### src/rtl/mips_ctrl_pkg.sv
// Shared definitions for the MIPS pipeline control path: per-stage control words,
// bubble constants, ALUop and opcode encodings shared with the decoder.
package mips_ctrl_pkg;

  localparam logic [1:0] ALUOP_ADD   = 2'b00;
  localparam logic [1:0] ALUOP_SUB   = 2'b01;
  localparam logic [1:0] ALUOP_FUNCT = 2'b10;

  localparam logic [5:0] R_TYPE = 6'b000000;
  localparam logic [5:0] LW     = 6'b100011;
  localparam logic [5:0] SW     = 6'b101011;
  localparam logic [5:0] BEQ    = 6'b000100;

  typedef struct packed {
    logic       regdst;
    logic       branch;
    logic       memread;
    logic       memtoreg;
    logic       memwrite;
    logic       alusrc;
    logic       regwrite;
    logic [1:0] aluop;
    logic [4:0] dst;
  } ex_ctrl_t;

  typedef struct packed {
    logic       memread;
    logic       memwrite;
    logic       regwrite;
    logic       memtoreg;
    logic [4:0] dst;
  } mem_ctrl_t;

  typedef struct packed {
    logic       regwrite;
    logic       memtoreg;
    logic [4:0] dst;
  } wb_ctrl_t;

  localparam int EX_CTRL_W  = $bits(ex_ctrl_t);
  localparam int MEM_CTRL_W = $bits(mem_ctrl_t);
  localparam int WB_CTRL_W  = $bits(wb_ctrl_t);

  localparam ex_ctrl_t  EX_BUBBLE  = '0;
  localparam mem_ctrl_t MEM_BUBBLE = '0;
  localparam wb_ctrl_t  WB_BUBBLE  = '0;

  // Non-writing instructions (sw, beq) leave regdst undefined; regwrite gates it first.
  function automatic logic [4:0] resolve_dst(input logic       regwrite,
                                             input logic       regdst,
                                             input logic [4:0] rt,
                                             input logic [4:0] rd);
    logic [4:0] dst;
    dst = 5'd0;
    if (regwrite) begin
      dst = regdst ? rd : rt;
    end
    return dst;
  endfunction

  function automatic mem_ctrl_t ex_to_mem(input ex_ctrl_t ex);
    mem_ctrl_t m;
    m.memread  = ex.memread;
    m.memwrite = ex.memwrite;
    m.regwrite = ex.regwrite;
    m.memtoreg = ex.memtoreg;
    m.dst      = ex.dst;
    return m;
  endfunction

  function automatic wb_ctrl_t mem_to_wb(input mem_ctrl_t mem);
    wb_ctrl_t w;
    w.regwrite = mem.regwrite;
    w.memtoreg = mem.memtoreg;
    w.dst      = mem.dst;
    return w;
  endfunction

endpackage

### src/rtl/mips_ctrl_pipe_if.sv
// Bus between the ID stage / datapath (master) and the control pipeline (slave).
interface mips_ctrl_pipe_if #(
  parameter int CNT_W = 16
);
  logic             id_valid;
  logic             id_regdst;
  logic             id_branch;
  logic             id_memread;
  logic             id_memtoreg;
  logic             id_memwrite;
  logic             id_alusrc;
  logic             id_regwrite;
  logic [1:0]       id_aluop;
  logic [4:0]       id_rs;
  logic [4:0]       id_rt;
  logic [4:0]       id_rd;
  logic             ex_zero;

  logic             ex_alusrc;
  logic             ex_regdst;
  logic [1:0]       ex_aluop;
  logic             mem_memread;
  logic             mem_memwrite;
  logic             wb_regwrite;
  logic             wb_memtoreg;
  logic [4:0]       wb_dst;
  logic             stall;
  logic             pc_src;
  logic             flush_if_id;
  logic [CNT_W-1:0] stall_cnt;
  logic [CNT_W-1:0] flush_cnt;

  modport master (
    output id_valid, id_regdst, id_branch, id_memread, id_memtoreg, id_memwrite,
           id_alusrc, id_regwrite, id_aluop, id_rs, id_rt, id_rd, ex_zero,
    input  ex_alusrc, ex_regdst, ex_aluop, mem_memread, mem_memwrite,
           wb_regwrite, wb_memtoreg, wb_dst, stall, pc_src, flush_if_id,
           stall_cnt, flush_cnt
  );

  modport slave (
    input  id_valid, id_regdst, id_branch, id_memread, id_memtoreg, id_memwrite,
           id_alusrc, id_regwrite, id_aluop, id_rs, id_rt, id_rd, ex_zero,
    output ex_alusrc, ex_regdst, ex_aluop, mem_memread, mem_memwrite,
           wb_regwrite, wb_memtoreg, wb_dst, stall, pc_src, flush_if_id,
           stall_cnt, flush_cnt
  );
endinterface

### src/rtl/mips_ctrl_stage_reg.sv
// One pipeline control register: resets to the bubble value and can load a bubble
// instead of its input on any edge.
module mips_ctrl_stage_reg #(
  parameter int           W      = 8,
  parameter logic [W-1:0] BUBBLE = '0
) (
  input  logic         clk,
  input  logic         rst_n,
  input  logic         bubble_i,
  input  logic [W-1:0] d_i,
  output logic [W-1:0] q_o
);

  logic [W-1:0] q_q;
  logic [W-1:0] q_d;

  always_comb begin
    q_d = bubble_i ? BUBBLE : d_i;
  end

  always_ff @(posedge clk or negedge rst_n) begin
    if (!rst_n) begin
      q_q <= BUBBLE;
    end else begin
      q_q <= q_d;
    end
  end

  assign q_o = q_q;

endmodule

### src/rtl/mips_ctrl_pipe.sv
// Control-word pipeline ID->EX->MEM->WB with load-use stall, taken-branch flush
// and saturating stall/flush event counters.
module mips_ctrl_pipe
  import mips_ctrl_pkg::*;
#(
  parameter int CNT_W = 16
) (
  input  logic           clk,
  input  logic           rst_n,
  mips_ctrl_pipe_if.slave bus
);

  ex_ctrl_t  ex_d;
  ex_ctrl_t  ex_q;
  mem_ctrl_t mem_d;
  mem_ctrl_t mem_q;
  wb_ctrl_t  wb_d;
  wb_ctrl_t  wb_q;

  logic load_use;
  logic br_taken;
  logic ex_bubble;
  logic stall_evt;

  // Decoder bits are cleaned before capture so undefined fields never enter the pipe.
  always_comb begin
    ex_d          = EX_BUBBLE;
    ex_d.regdst   = bus.id_regwrite & bus.id_regdst;
    ex_d.branch   = bus.id_branch;
    ex_d.memread  = bus.id_memread;
    ex_d.memtoreg = bus.id_memtoreg;
    ex_d.memwrite = bus.id_memwrite;
    ex_d.alusrc   = bus.id_alusrc;
    ex_d.regwrite = bus.id_regwrite;
    ex_d.aluop    = bus.id_aluop;
    ex_d.dst      = resolve_dst(bus.id_regwrite, bus.id_regdst, bus.id_rt, bus.id_rd);
  end

  // A load's rt is its destination, so only rs is compared when ID holds a load.
  always_comb begin
    load_use = ex_q.memread & (ex_q.dst != 5'd0) & bus.id_valid &
               ((ex_q.dst == bus.id_rs) | ((ex_q.dst == bus.id_rt) & ~bus.id_memread));
    br_taken  = ex_q.branch & bus.ex_zero;
    stall_evt = load_use & ~br_taken;
    ex_bubble = load_use | br_taken | ~bus.id_valid;
  end

  always_comb begin
    mem_d = ex_to_mem(ex_q);
    wb_d  = mem_to_wb(mem_q);
  end

  mips_ctrl_stage_reg #(
    .W      (EX_CTRL_W),
    .BUBBLE (EX_BUBBLE)
  ) u_ex_reg (
    .clk      (clk),
    .rst_n    (rst_n),
    .bubble_i (ex_bubble),
    .d_i      (ex_d),
    .q_o      (ex_q)
  );

  mips_ctrl_stage_reg #(
    .W      (MEM_CTRL_W),
    .BUBBLE (MEM_BUBBLE)
  ) u_mem_reg (
    .clk      (clk),
    .rst_n    (rst_n),
    .bubble_i (1'b0),
    .d_i      (mem_d),
    .q_o      (mem_q)
  );

  mips_ctrl_stage_reg #(
    .W      (WB_CTRL_W),
    .BUBBLE (WB_BUBBLE)
  ) u_wb_reg (
    .clk      (clk),
    .rst_n    (rst_n),
    .bubble_i (1'b0),
    .d_i      (wb_d),
    .q_o      (wb_q)
  );

  // Event counters: index 0 counts stall cycles, index 1 counts taken branches.
  localparam logic [CNT_W-1:0] CNT_ONE = {{(CNT_W-1){1'b0}}, 1'b1};

  logic [1:0]       cnt_evt;
  logic [CNT_W-1:0] cnt_q [2];
  logic [CNT_W-1:0] cnt_d [2];

  assign cnt_evt = {br_taken, stall_evt};

  genvar gi;
  generate
    for (gi = 0; gi < 2; gi++) begin : g_cnt
      always_comb begin
        cnt_d[gi] = cnt_q[gi];
        if (cnt_evt[gi] && (cnt_q[gi] != {CNT_W{1'b1}})) begin
          cnt_d[gi] = cnt_q[gi] + CNT_ONE;
        end
      end

      always_ff @(posedge clk or negedge rst_n) begin
        if (!rst_n) begin
          cnt_q[gi] <= '0;
        end else begin
          cnt_q[gi] <= cnt_d[gi];
        end
      end
    end
  endgenerate

  assign bus.ex_alusrc    = ex_q.alusrc;
  assign bus.ex_regdst    = ex_q.regdst;
  assign bus.ex_aluop     = ex_q.aluop;
  assign bus.mem_memread  = mem_q.memread;
  assign bus.mem_memwrite = mem_q.memwrite;
  assign bus.wb_regwrite  = wb_q.regwrite;
  assign bus.wb_memtoreg  = wb_q.memtoreg;
  assign bus.wb_dst       = wb_q.dst;
  assign bus.stall        = stall_evt;
  assign bus.pc_src       = br_taken;
  assign bus.flush_if_id  = br_taken;
  assign bus.stall_cnt    = cnt_q[0];
  assign bus.flush_cnt    = cnt_q[1];

endmodule

### src/flat_wrapper.sv
// flat-port wrapper written by rule: the top's interface ports become plain ports
module mips_ctrl_pipe_flat import mips_ctrl_pkg::*;
#(
  parameter int CNT_W = 16
)
  (clk, rst_n, bus_id_valid, bus_id_regdst, bus_id_branch, bus_id_memread, bus_id_memtoreg, bus_id_memwrite, bus_id_alusrc, bus_id_regwrite, bus_id_aluop, bus_id_rs, bus_id_rt, bus_id_rd, bus_ex_zero, bus_ex_alusrc, bus_ex_regdst, bus_ex_aluop, bus_mem_memread, bus_mem_memwrite, bus_wb_regwrite, bus_wb_memtoreg, bus_wb_dst, bus_stall, bus_pc_src, bus_flush_if_id, bus_stall_cnt, bus_flush_cnt);
  mips_ctrl_pipe_if #(.CNT_W(CNT_W)) bus_i ();
  input  logic clk;
  input  logic rst_n;
  input wire logic [$bits(bus_i.id_valid)-1:0] bus_id_valid;
  input wire logic [$bits(bus_i.id_regdst)-1:0] bus_id_regdst;
  input wire logic [$bits(bus_i.id_branch)-1:0] bus_id_branch;
  input wire logic [$bits(bus_i.id_memread)-1:0] bus_id_memread;
  input wire logic [$bits(bus_i.id_memtoreg)-1:0] bus_id_memtoreg;
  input wire logic [$bits(bus_i.id_memwrite)-1:0] bus_id_memwrite;
  input wire logic [$bits(bus_i.id_alusrc)-1:0] bus_id_alusrc;
  input wire logic [$bits(bus_i.id_regwrite)-1:0] bus_id_regwrite;
  input wire logic [$bits(bus_i.id_aluop)-1:0] bus_id_aluop;
  input wire logic [$bits(bus_i.id_rs)-1:0] bus_id_rs;
  input wire logic [$bits(bus_i.id_rt)-1:0] bus_id_rt;
  input wire logic [$bits(bus_i.id_rd)-1:0] bus_id_rd;
  input wire logic [$bits(bus_i.ex_zero)-1:0] bus_ex_zero;
  output wire logic [$bits(bus_i.ex_alusrc)-1:0] bus_ex_alusrc;
  output wire logic [$bits(bus_i.ex_regdst)-1:0] bus_ex_regdst;
  output wire logic [$bits(bus_i.ex_aluop)-1:0] bus_ex_aluop;
  output wire logic [$bits(bus_i.mem_memread)-1:0] bus_mem_memread;
  output wire logic [$bits(bus_i.mem_memwrite)-1:0] bus_mem_memwrite;
  output wire logic [$bits(bus_i.wb_regwrite)-1:0] bus_wb_regwrite;
  output wire logic [$bits(bus_i.wb_memtoreg)-1:0] bus_wb_memtoreg;
  output wire logic [$bits(bus_i.wb_dst)-1:0] bus_wb_dst;
  output wire logic [$bits(bus_i.stall)-1:0] bus_stall;
  output wire logic [$bits(bus_i.pc_src)-1:0] bus_pc_src;
  output wire logic [$bits(bus_i.flush_if_id)-1:0] bus_flush_if_id;
  output wire logic [$bits(bus_i.stall_cnt)-1:0] bus_stall_cnt;
  output wire logic [$bits(bus_i.flush_cnt)-1:0] bus_flush_cnt;
  assign bus_i.id_valid = bus_id_valid;
  assign bus_i.id_regdst = bus_id_regdst;
  assign bus_i.id_branch = bus_id_branch;
  assign bus_i.id_memread = bus_id_memread;
  assign bus_i.id_memtoreg = bus_id_memtoreg;
  assign bus_i.id_memwrite = bus_id_memwrite;
  assign bus_i.id_alusrc = bus_id_alusrc;
  assign bus_i.id_regwrite = bus_id_regwrite;
  assign bus_i.id_aluop = bus_id_aluop;
  assign bus_i.id_rs = bus_id_rs;
  assign bus_i.id_rt = bus_id_rt;
  assign bus_i.id_rd = bus_id_rd;
  assign bus_i.ex_zero = bus_ex_zero;
  assign bus_ex_alusrc = bus_i.ex_alusrc;
  assign bus_ex_regdst = bus_i.ex_regdst;
  assign bus_ex_aluop = bus_i.ex_aluop;
  assign bus_mem_memread = bus_i.mem_memread;
  assign bus_mem_memwrite = bus_i.mem_memwrite;
  assign bus_wb_regwrite = bus_i.wb_regwrite;
  assign bus_wb_memtoreg = bus_i.wb_memtoreg;
  assign bus_wb_dst = bus_i.wb_dst;
  assign bus_stall = bus_i.stall;
  assign bus_pc_src = bus_i.pc_src;
  assign bus_flush_if_id = bus_i.flush_if_id;
  assign bus_stall_cnt = bus_i.stall_cnt;
  assign bus_flush_cnt = bus_i.flush_cnt;
  mips_ctrl_pipe #(.CNT_W(CNT_W)) u_core (.clk(clk), .rst_n(rst_n), .bus(bus_i));
endmodule
### config.mk
export PLATFORM = sky130hd
export DESIGN_NAME = mips_ctrl_pipe_flat
export DESIGN_NICKNAME = d
export VERILOG_FILES = /design/src/rtl/mips_ctrl_pkg.sv /design/src/rtl/mips_ctrl_pipe_if.sv /design/src/rtl/mips_ctrl_stage_reg.sv /design/src/rtl/mips_ctrl_pipe.sv /design/src/flat_wrapper.sv
export SDC_FILE = /design/constraint.sdc
export NUM_CORES = 1
export LEC_CHECK = 0
export BUFFER_PORTS_ARGS = -buffer_cell sky130_fd_sc_hd__buf_2
export CAP_MARGIN = 25
export CORE_AREA = 4 4 79 81
export DETAILED_ROUTE_END_ITERATION = 10
export DIE_AREA = 0 0 83 85
export HOLD_SLACK_MARGIN = 0.05
export PLACE_DENSITY = 0.75
export SETUP_SLACK_MARGIN = 0.2
export SKIP_CTS_REPAIR_TIMING = 1
export SYNTH_ARGS = -nofsm -noshare
export SYNTH_HDL_FRONTEND = slang
export SYNTH_SLANG_ARGS = --single-unit
### constraint.sdc
create_clock -name clk -period 2.2 [get_ports clk]
set_input_delay 0.11 -clock clk [delete_from_list [all_inputs] [get_ports clk]]
set_output_delay 0.11 -clock clk [all_outputs]
set_load 0.05 [all_outputs]
-- After elaboration in Yosys (flattened, before gate mapping)
Index checks and enable logic that the tools add are counted.
- add/sub/neg operators: 2
- equality and inequality tests: 4
- muxes and demuxes: 3
- bitwise gates (word level): 13
- reductions and logical operators: 3
- operators with widths (cell ; count):
    16-bit by 1-bit adder with 16-bit output, second input constant ; 2
    16-bit inequality test, second input constant ; 2
    14-bit two-way mux ; 1
    5-bit == test ; 2
    5-bit two-way mux ; 2
    1-bit AND ; 7
    5-bit nonzero test ; 1
    1-bit inverter ; 3
    1-bit OR ; 3
    1-bit logical AND ; 2
- flip-flop bits (word level): 62
- bits of input ports: 28
- output and inout port bits: 48
- logic and storage cells: 30

-- Depth between registers and ports, before layout
- word-level depth: 7
- gate-level depth with buffers: 7
- mapped depth without buffers: 6

-- Hierarchy
From an unflattened synthesis, not the netlist that was laid out.
- cell total of the unflattened synthesis: 238
- area, all modules: 2846.5 um2
- modules (own cells, without submodules) (module ; times used ; cells each ; area each (um2) ; sequential area each (um2)):
    mips_ctrl_pipe ; 1 ; 177 ; 1868.0 ; 800.8
    mips_ctrl_stage_reg (u_core.u_ex_reg) ; 1 ; 29 ; 478.0 ; 350.3
    mips_ctrl_stage_reg (u_core.u_mem_reg) ; 1 ; 18 ; 281.5 ; 225.2
    mips_ctrl_stage_reg (u_core.u_wb_reg) ; 1 ; 14 ; 219.0 ; 175.2

-- Worst setup path after synthesis
No wires, ideal clock.
- path type: reg2reg
- start point: reg u_core.cnt_q (netlist bit u_core.bus.flush_cnt[0])
- end point: reg u_core.cnt_q (netlist bit u_core.bus.flush_cnt[1])
- library setup time: 0.125 ns
- data arrival time: 2.022 ns
- required time: 2.075 ns
- setup slack: 0.053 ns
- stages on the path, launching flop included: 7
- buffers on the path: 1
- clock period less this slack: 2.147 ns
- path through: dfrtp_1 -> ha_1 -> and4_1 -> clkbuf_1 -> nand3_1 -> o31a_1 -> mux2_2
- word-level cells in the longest chain between the ends: 2
- elaborated cells between the ends (all ways): 3
- those cells by class: add/sub (1); eq/ne (1); reduce/logical (1)
- RTL lines (item ; RTL line ; text):
    start: declaration ; mips_ctrl_pipe.sv:90 ; logic [CNT_W-1:0] cnt_q [2];
    start signal: indexed assignment ; mips_ctrl_pipe.sv:109 ; cnt_q[gi] <= cnt_d[gi];
    branches (longest 2 deep; another with 16-bit by 1-bit adder with 16-bit output) ; -- ;
Several ways; the timed one is not identified.
A chain may end at the register's enable or synchronous reset.

-- Worst setup path in the final report
- start point: reg u_core.u_ex_reg.q_q[4], in the netlist u_core.u_ex_reg.q_o[4]
- end point: reg u_core.cnt_q (netlist bit u_core.bus.stall_cnt[13])
- word-level cells in the longest chain between the ends: 6
- elaborated cells between the ends (all ways): 10
- those cells by class: eq/ne (2); bitwise (6); reduce/logical (2)
- RTL lines (item ; RTL line ; text):
    start: declaration ; mips_ctrl_stage_reg.sv:14 ; logic [W-1:0] q_q;
    start signal: assignment ; mips_ctrl_stage_reg.sv:25 ; q_q <= q_d;
    5-bit == test / 5-bit nonzero test (equally long branches) ; mips_ctrl_pipe.sv:42, mips_ctrl_pipe.sv:41 ;
    1-bit AND (on tied branches) ; mips_ctrl_pipe.sv:42, mips_ctrl_pipe.sv:41 ;
    1-bit OR / 1-bit AND (equally long branches) ; mips_ctrl_pipe.sv:42, mips_ctrl_pipe.sv:41 ;
    1-bit AND (*) ; mips_ctrl_pipe.sv:41 ; load_use = ex_q.memread & (ex_q.dst != 5'd0) & bus.id_valid &
    1-bit AND (*) ; mips_ctrl_pipe.sv:44 ; stall_evt = load_use & ~br_taken;
    1-bit logical AND (*) ; mips_ctrl_pipe.sv:100 ; if (cnt_evt[gi] && (cnt_q[gi] != {CNT_W{1'b1}})) begin
Every way passes the cells marked *; elsewhere a longest branch is shown, timed or not.

==> flow_summary.toml <==
[layout]
fillers = 418
area_delta_synth_final_pct = 36.7
nets = 349
drive_above_1_share_pct = 39.8
fin_area_um2 = 3670
final_cells = 394
n_antenna_cell = 0

[logic_synthesis]
synth.net_count = 243
syn_avg_cell_area_um2 = 12.6
synthFlopType = "dfrtp_1"
synth_edf_count = 0
syn_area_um2 = 2690
yosysUniqueCellTypes = 42
yosysWarnings = 0
synth_seq_cells = 62
netlist_instances = 213
seq_area_frac_synth_pct = 57.8
postSynth.asyncResetShare_pct = 100

[worst_setup_path]
cp_cell_sequence = "or4_4, o211ai_4, buf_4, or3_1, nor3_1, xor2_1"
crit_path_end_kind = "flop"
r2r_setup_slack_ps = 140
slowest_stage = "or4_4"
crit_arrival_ps = 2270
critical_path_class = "flop to flop"
slowest_delay_ps = 580
rr_startpoint = "u_core.u_ex_reg.q_o[4]"
startpoint_type = "flop"
rr_worst_depth = 6
critical_path_peak_fanout = 5
cp.required_ps = 2410
timing.rr.end = "u_core.bus.stall_cnt[13]"

[floorplan]
die_y_um = 85
core_um2 = 5470
pin_count = 76
dieWidth_um = 83
num_rows = 27
die_area_um2 = 7060
initial_utilization_pct = 49.1

[placement]
place_area_um2 = 3130
place_inst = 356
gp_congestion = 0.765
port_buffers = 75
dpl.hpwl_um = 3930

[routing]
wl_met3_um = 319
top_layer = "met4"
wl_um = 5910
wl_per_cell_um = 15.0
drc = 0
route.met2.wl_um = 2920
drtAntennaViolNets = 0
drt-pass1-iter-count = 4
via_count = 2017
via_per_inst = 5.12
wl_met1_um = 2550
drtIter0Drc = 61

[clock_network]
clock-root-buffer = "clkbuf_8"
clock_sinks = 62
clk_latency_ps = 330
clk_pin_slew_worst_paths_ps = 70
cts-htree-levels = 3
cts_tree = "yes"
cts_max_path_buffers = 2
cts_buffers = 9

[global_route]
antenna_found_initial = 0
grt_max_degree = 36
grt_pass1_wl_um = 9030
grt_pass1_vias = 1905
grt.overflow.total = 0
grtUsageTotal_pct = 16.3

[job]
max_cap_viol_count = 0

[timing]
whs_ps = 40.4
timing.fmax_mhz = 486
finalSetupViolations = 0
drv_slew = 0
fin_crit_sh_pct = 93.5
tns_ps = 0
clock_skew_ps = 7.78
hold_violations = 0
period_needed_ps = 2060
rsz0062_at_grt = "true"
worstMarginPinSlew_ps = 651
relSlewSlack_pct = 56.6

[power]
power_leakage_nw = 1.94
p_per_area_nw_per_um2 = 775
ir_worst_vdd_v = 0.000471
p_total_mw = 2.84

[worst_hold_path]
hold_depth = 3
holdCritPathClass = "input port to flop"
worstHoldStart = "bus_id_rd[2]"
whs_endpoint = "u_core.u_ex_reg.q_o[2]"

[outcome]
status = "completed"
-- state kept, by name (all words and copies together) (netlist names) --
| name | count |
|---|---|
| u_core.bus.flush_cnt | 16 |
| u_core.u_wb_reg.q_o | 7 |
| u_core.u_mem_reg.q_o | 9 |
| u_core.u_ex_reg.q_o | 14 |
| u_core.bus.stall_cnt | 16 |
-- cell usage after synthesis (2+ instances only) --
| cell | instances | area share [%] |
|---|---|---|
| nor4_1 | 4 | 0.93 |
| nand3_1 | 10 | 1.9 |
| inv_1 | 3 | 0.42 |
| nor2_1 | 8 | 1.1 |
| and4_1 | 4 | 1.3 |
| nor3_1 | 8 | 1.5 |
| xnor2_1 | 19 | 6.2 |
| nand4_1 | 7 | 1.6 |
| mux2_1 | 2 | 0.84 |
| buf_4 | 3 | 0.84 |
| dfrtp_1 | 62 | 58 |
| nor4_4 | 2 | 1.6 |
| and2_1 | 7 | 1.6 |
| or3_1 | 2 | 0.47 |
| buf_6 | 2 | 0.84 |
| ha_1 | 2 | 0.93 |
| mux2i_1 | 6 | 2.2 |
| and3_1 | 6 | 1.4 |
| xor2_1 | 18 | 5.9 |
| nand2_1 | 16 | 2.2 |
-- how the worst max path moves through the flow --
stage | slack, ps | to | depth (start not counted) | start
finish | 140 | u_core.bus.stall_cnt[13] | 6 | u_core.u_ex_reg.q_o[4]
global route | 90 | u_core.bus.stall_cnt[5] | 6 | u_core.u_ex_reg.q_o[4]
CTS | 140 | bus_stall | 5 | u_core.u_ex_reg.q_o[3]
detailed placement | 190 | u_core.bus.stall_cnt[14] | 5 | u_core.u_ex_reg.q_o[3]
global placement | 240 | u_core.bus.stall_cnt[1] | 5 | u_core.u_ex_reg.q_o[0]
floorplan | 210 | u_core.bus.stall_cnt[15] | 5 | u_core.bus.stall_cnt[4]
-- worst max-delay path: cells and delay by family, from the launching register on --
family	cells	cell delay [ps]
xor+xnor	1	140
simple gates	3	830
buf+inv	1	190
compound gates	1	350
flops	1	420
-- metal layers --
layer  global-route usage, %  vias up
li1                        -      957
met1                    20.1      980
met2                    26.0       69
met3                    4.66       11
met4                    8.92        0
met5                       0        -
-- cell usage in the layout (no fill, tap or decap), drive strengths merged, types with 3 or more instances in the layout --
master	netlist	final
buf	7	89
dfrtp	62	62
xnor2	19	19
xor2	18	18
nand2	16	16
dlygate4sd3	0	14
nand3	10	10
clkbuf	1	10
nor2	9	9
nor3	8	8
nand4	7	7
and2	7	7
mux2i	6	6
and3	6	6
nor4	6	6
and4	4	4
mux2	4	4
inv	3	3
-- power breakdown --
group          internal, mW  leakage (nW)  switching (mW)
combinational         0.159          1.01           0.329
clock                 0.654         0.104           0.426
sequential             1.21         0.828          0.0626
total                  2.03          1.94           0.817
-- kinds of logic (layout without fill, tap and decap cells) --
kind of cell,after synthesis,after routing,share of synthesized area (%)
multiplexers,10,10,4.05
XOR/XNOR,37,37,12.1
buffers and inverters,11,120,3.12
flip-flops,62,62,57.8
AND/OR/NAND/NOR,81,81,18.3
AO/OA/AOI/OAI,10,10,3.77
adder cells (fa/ha/maj),2,2,0.931
-- cell type report --
class                           instances  area (µm²)  area share (%)
Clock buffer                           10         138            3.75
Clock inverter                          4        72.6            1.98
Inverter                                3        11.3           0.307
Multi-Input combinational cell        140        1140            31.2
Sequential cell                        62        1560            42.4
Tap cell                               72        90.1            2.45
Timing Repair Buffer                  103         658            17.9
-- per-stage QoR --
step / utilization [%] / setup WS [ps]
after global routing: 67.1 / 91.5
after CTS: 61.0 / 143
final: 67.1 / 143
after detailed placement: 57.2 / 186
after global placement: 57.2 / 244
after floorplan: - / 213
Power figures use the tool's default switching activity.
